`src/rtl/inst_fetch_ctrl.sv`:
```
// Instruction fetch bus master: one outstanding request on an SRAM-like
// bus, buffers the returned word for IF/ID and stalls the PC while busy.
//
// state | meaning
// IDLE  | no transaction; sample pcF when the PC register is valid
// REQ   | inst_req asserted, waiting for inst_addr_ok
// WAIT  | request accepted, waiting for inst_data_ok
// HOLD  | instrF valid for pcF; held while stallF=1
module inst_fetch_ctrl #(
  parameter int ADDR_W = 32,
  parameter int DATA_W = 32
) (
  input  logic              clk,
  input  logic              resetn,
  input  logic [ADDR_W-1:0] pcF,
  input  logic              pc_valid,
  input  logic              stallF,
  input  logic              flushF,
  output logic              inst_req,
  output logic [ADDR_W-1:0] inst_addr,
  input  logic              inst_addr_ok,
  input  logic              inst_data_ok,
  input  logic [DATA_W-1:0] inst_rdata,
  output logic [DATA_W-1:0] instrF,
  output logic              instr_validF,
  output logic              adelF,
  output logic              stall_req
);

  typedef enum logic [1:0] {
    IDLE = 2'd0,
    REQ  = 2'd1,
    WAIT = 2'd2,
    HOLD = 2'd3
  } state_t;

  state_t              state_q, state_d;
  logic                drop_q, drop_d;
  logic [ADDR_W-1:0]   pc_lat_q, pc_lat_d;
  logic [DATA_W-1:0]   instr_q, instr_d;
  logic                instr_valid_q, instr_valid_d;
  logic                adel_q, adel_d;

  logic                pc_misaligned;

  assign pc_misaligned = (pcF[1:0] != 2'b00);

  // State and datapath registers with synchronous active-low reset.
  always_ff @(posedge clk) begin
    if (!resetn) begin
      state_q       <= IDLE;
      drop_q        <= 1'b0;
      pc_lat_q      <= '0;
      instr_q       <= '0;
      instr_valid_q <= 1'b0;
      adel_q        <= 1'b0;
    end else begin
      state_q       <= state_d;
      drop_q        <= drop_d;
      pc_lat_q      <= pc_lat_d;
      instr_q       <= instr_d;
      instr_valid_q <= instr_valid_d;
      adel_q        <= adel_d;
    end
  end

  // Next-state and register updates; data_ok outside REQ/WAIT is stale and ignored.
  always_comb begin
    state_d       = state_q;
    drop_d        = drop_q;
    pc_lat_d      = pc_lat_q;
    instr_d       = instr_q;
    instr_valid_d = instr_valid_q;
    adel_d        = adel_q;

    unique case (state_q)
      IDLE: begin
        if (pc_valid && !flushF) begin
          if (!pc_misaligned) begin
            pc_lat_d = pcF;
            state_d  = REQ;
          end else begin
            // AdEL: deliver a nop without touching the bus.
            instr_d       = '0;
            adel_d        = 1'b1;
            instr_valid_d = 1'b1;
            state_d       = HOLD;
          end
        end
      end

      REQ: begin
        // The request cannot be withdrawn, so a flush only marks the response for discard.
        if (flushF) drop_d = 1'b1;
        if (inst_addr_ok) begin
          state_d = WAIT;
          // Acceptance and response in the same cycle: apply the WAIT response rule now.
          if (inst_data_ok) begin
            if (drop_q || flushF) begin
              drop_d  = 1'b0;
              state_d = IDLE;
            end else begin
              instr_d       = inst_rdata;
              adel_d        = 1'b0;
              instr_valid_d = 1'b1;
              state_d       = HOLD;
            end
          end
        end
      end

      WAIT: begin
        if (inst_data_ok) begin
          if (drop_q || flushF) begin
            drop_d  = 1'b0;
            state_d = IDLE;
          end else begin
            instr_d       = inst_rdata;
            adel_d        = 1'b0;
            instr_valid_d = 1'b1;
            state_d       = HOLD;
          end
        end else if (flushF) begin
          drop_d = 1'b1;
        end
      end

      HOLD: begin
        if (flushF || !stallF) begin
          instr_valid_d = 1'b0;
          adel_d        = 1'b0;
          state_d       = IDLE;
        end
      end

      default: state_d = IDLE;
    endcase
  end

  // Bus and hazard outputs; forced quiet while reset is asserted.
  always_comb begin
    inst_req  = resetn && (state_q == REQ);
    stall_req = resetn && pc_valid && !flushF && (state_q != HOLD) &&
                !((state_q == IDLE) && pc_misaligned);
    if (pc_lat_q[ADDR_W-1:ADDR_W-2] == 2'b10) begin
      inst_addr = {3'b000, pc_lat_q[ADDR_W-4:0]};
    end else begin
      inst_addr = pc_lat_q;
    end
  end

  assign instrF       = instr_q;
  assign instr_validF = instr_valid_q;
  assign adelF        = adel_q;

endmodule

```
`config.mk`:
```
export PLATFORM = sky130hd
export DESIGN_NAME = inst_fetch_ctrl
export DESIGN_NICKNAME = d
export VERILOG_FILES = /design/src/rtl/inst_fetch_ctrl.sv
export SDC_FILE = /design/constraint.sdc
export NUM_CORES = 1
export LEC_CHECK = 0
export BUFFER_PORTS_ARGS = -buffer_cell sky130_fd_sc_hd__buf_2
export CAP_MARGIN = 20
export CELL_PAD_IN_SITES_DETAIL_PLACEMENT = 0
export CELL_PAD_IN_SITES_GLOBAL_PLACEMENT = 1
export CORE_AREA = 10 10 104 106
export CTS_BUF_LIST = sky130_fd_sc_hd__clkbuf_8
export CTS_CLUSTER_DIAMETER = 200
export CTS_CLUSTER_SIZE = 24
export DETAILED_ROUTE_END_ITERATION = 10
export DIE_AREA = 0 0 114 116
export PLACE_DENSITY_LB_ADDON = 0.12
export SETUP_SLACK_MARGIN = 0.1
export SLEW_MARGIN = 10
export SYNTH_ARGS = -nofsm -noshare
export SYNTH_HDL_FRONTEND = slang
export SYNTH_SLANG_ARGS = --single-unit
```
`constraint.sdc`:
```
create_clock -name clk -period 4.6 [get_ports clk]
set_input_delay 1.15 -clock clk [delete_from_list [all_inputs] [get_ports clk]]
set_output_delay 1.15 -clock clk [all_outputs]
set_load 0.005 [all_outputs]
```
==> results.yml <==
outcome:
  status: "complete, no violations"
detailed_routing:
  wire_per_inst_um: 15.1
  firstDrtPassIters: 4
  ant_nets: 0
  detail_route.vias_per_cell: 4.56
  drc: 0
  wirelength_mm: 8.70
  drt_iter0_drc: 144
  vias: 2634
synth:
  syn_area_um2: 3140
  synth_largest_area_cell: "dfxtp_1"
  synth_top_area_share_pct: 44.0
  synth_cell_types: 37
  synthArstFlopShare_pct: 0
  syn_inst: 367
  yosys_warnings: 0
  synth_area_leaders: "dfxtp_1 44%, nand2_1 12%, mux2i_1 11%, buf_4 6.9%, a21oi_1 5.4%"
  ys_seq_elements: 69
  synth-seq-area-share_pct: 44.0
  synth_nets: 446
  ys.flop_type: "dfxtp_1"
  avgSynthCellArea_um2: 8.55
  synth_edf_count: 0
sta:
  hold_viol: 0
  rsz0062_at_grt: "false"
  final.period_utilization_pct: 70.3
  fmax_ghz: 0.309
  finClkSkew_ns: 0.00577
  final-setup-viol-count: 0
  slew_headroom_pct: 38.0
  min_period_ns: 3.23
  setup-tns-final_ns: 0
  worstMarginPinSlew_ns: 0.930
  drv_slew: 0
clocking:
  clkTransAtPathRegs_ns: 0.06
  cts_tree: "yes"
  cts_setup_buffers: 0
  cts_buffers: 9
  clk_latency_ns: 0.33
  cts_root_buffer: "clkbuf_8"
  postCtsResizedCells: 0
  cts_hold_buf: 0
  clockBufferDepth: 2
  cts_sinks: 69
  cts_max_level: 3
grt:
  grt_pass1_vias: 2572
  grt_pass1_wl_mm: 13.6
  grt_start_max_net_pins: 65
  overflow: 0
  globalRouteTotalUtil_pct: 12.6
  antenna_found_initial: 0
critical_path:
  crit_type: "primary input to output pin"
  start_kind: "primary input"
  r2r-start: "state_q[1]"
  cp.arrival_ns: 2.08
  rrSetupSlack_ns: 1.92
  rr_worst_depth: 6
  crit_fanout: 64
  end_kind: "output pin"
  r2r_end: "instrF[30]"
  required_ns: 3.45
floorplan:
  num_rows: 34
  die_area_um2: 13200
  core_um2: 8680
  die_h_um: 116
  initial_core_util_pct: 36.1
  pin_count: 139
  die_width_um: 114
final_layout:
  syn2layout_area_growth_pct: 22.3
  diodes: 0
  drive_above_1_share_pct: 34.1
  layout_commonest_cell: "buf_2"
  stdcell_count: 577
  fin_util_pct: 44.2
  nets: 545
  layout_common_cells: "138 x buf_2, 101 x nand2_1, 69 x dfxtp_1"
hold_path:
  hold_end: "pc_lat_q[26]"
  hold_path_depth: 2
  min_from: "pc_lat_q[26]"
  worstHoldPathType: "register to register"
pwr:
  p_leak_nw: 1.88
  combPwrFrac_pct: 37.0
  powerDensity_nw_per_um2: 515
  internal_power_w: 0.00130
  switching_share_pct: 34.3
  vdd_drop_max_uv: 356
  power_frac_seq_pct: 37.8
  p_clk_share_pct: 25.3
  power.switching_w: 0.000678
placement:
  gp_congestion: 0.785
  dp.cells: 562
  io_buffers: 138
  dp_hpwl_mm: 6.31
run:
  maxCapViolations: 0
[worst max-delay path, stage by stage]
cell    delay, ns
buf_2        0.09
buf_4        0.51
and2_1       0.21
buf_2        0.11
[sequential cells by signal, summed over array words and instances, names as in the netlist]
name	flops
drop_q	1
instr_validF	1
pc_lat_q	32
state_q	2
adelF	1
instrF	32
[cell families (layout without fill, tap and decap cells)]
kind of cell | after synthesis | after routing | share of synthesized area, %
simple gates | 149 | 149 | 20.7
flops | 69 | 69 | 44.0
buf+inv | 61 | 163 | 12.8
compound gates | 47 | 47 | 8.66
mux | 33 | 33 | 10.5
fa+ha+maj | 8 | 8 | 3.19
[per-layer routing]
| metal | GRT usage [%] | wire length (um) |
|---|---|---|
| met4 | 4.76 | 103 |
| met5 | 0 | 0 |
| met2 | 20.0 | 4080 |
| met1 | 15.6 | 3890 |
| met3 | 4.13 | 624 |
[cells in the mapped netlist, types with 2 or more instances]
master,count
buf_2,3
nor2_1,3
ha_1,8
buf_4,29
nor3_1,4
clkbuf_1,16
inv_1,6
buf_12,2
and3_1,2
o21ai_0,2
and2b_2,2
o22ai_1,2
nand3_1,26
nand3b_1,2
and2_1,3
mux2i_1,33
nand2_1,101
nand2b_1,2
a21boi_0,2
a21oi_1,34
dfxtp_1,69
[power by group through the flow]
stage,Clock [W],Sequential (W),Combinational (W)
floorplan,0,0.000763,0.000610
global placement,0,0.000758,0.000737
detailed placement,0,0.000759,0.000740
CTS,0.000522,0.000747,0.000743
global route,0.000547,0.000760,0.000817
finish,0.000499,0.000746,0.000731
[per-stage QoR]
step                cell area [um2]  hold slack [ns]  power (W)  worst slack [ns]
detailed placement             3610            0.446    0.00150              1.15
global placement               3610            0.440    0.00150              1.22
CTS                            3810            0.457    0.00201              1.37
global route                   3830            0.472    0.00213              1.29
floorplan                      3140            0.432    0.00137              1.59
finish                         3830            0.453    0.00198              1.37
[layout make-up]
cell class / count / area [um2]
fillers: 935 / 4840
flip-flops and latches: 69 / 1380
multi-input cells: 237 / 1350
repair buffers: 142 / 741
clock buffers: 12 / 165
well taps: 108 / 135
clock inverters: 2 / 33.8
inverters: 7 / 26.3
[worst max-delay path by stage]
stage	from	to	slack (ns)
CTS	resetn	inst_req	1.37
global route	resetn	inst_req	1.29
detailed placement	resetn	state_q[1]	1.15
floorplan	resetn	inst_req	1.59
finish	resetn	inst_req	1.37
global placement	resetn	adelF	1.22
Note: power is estimated with default switching activity, not from simulation.
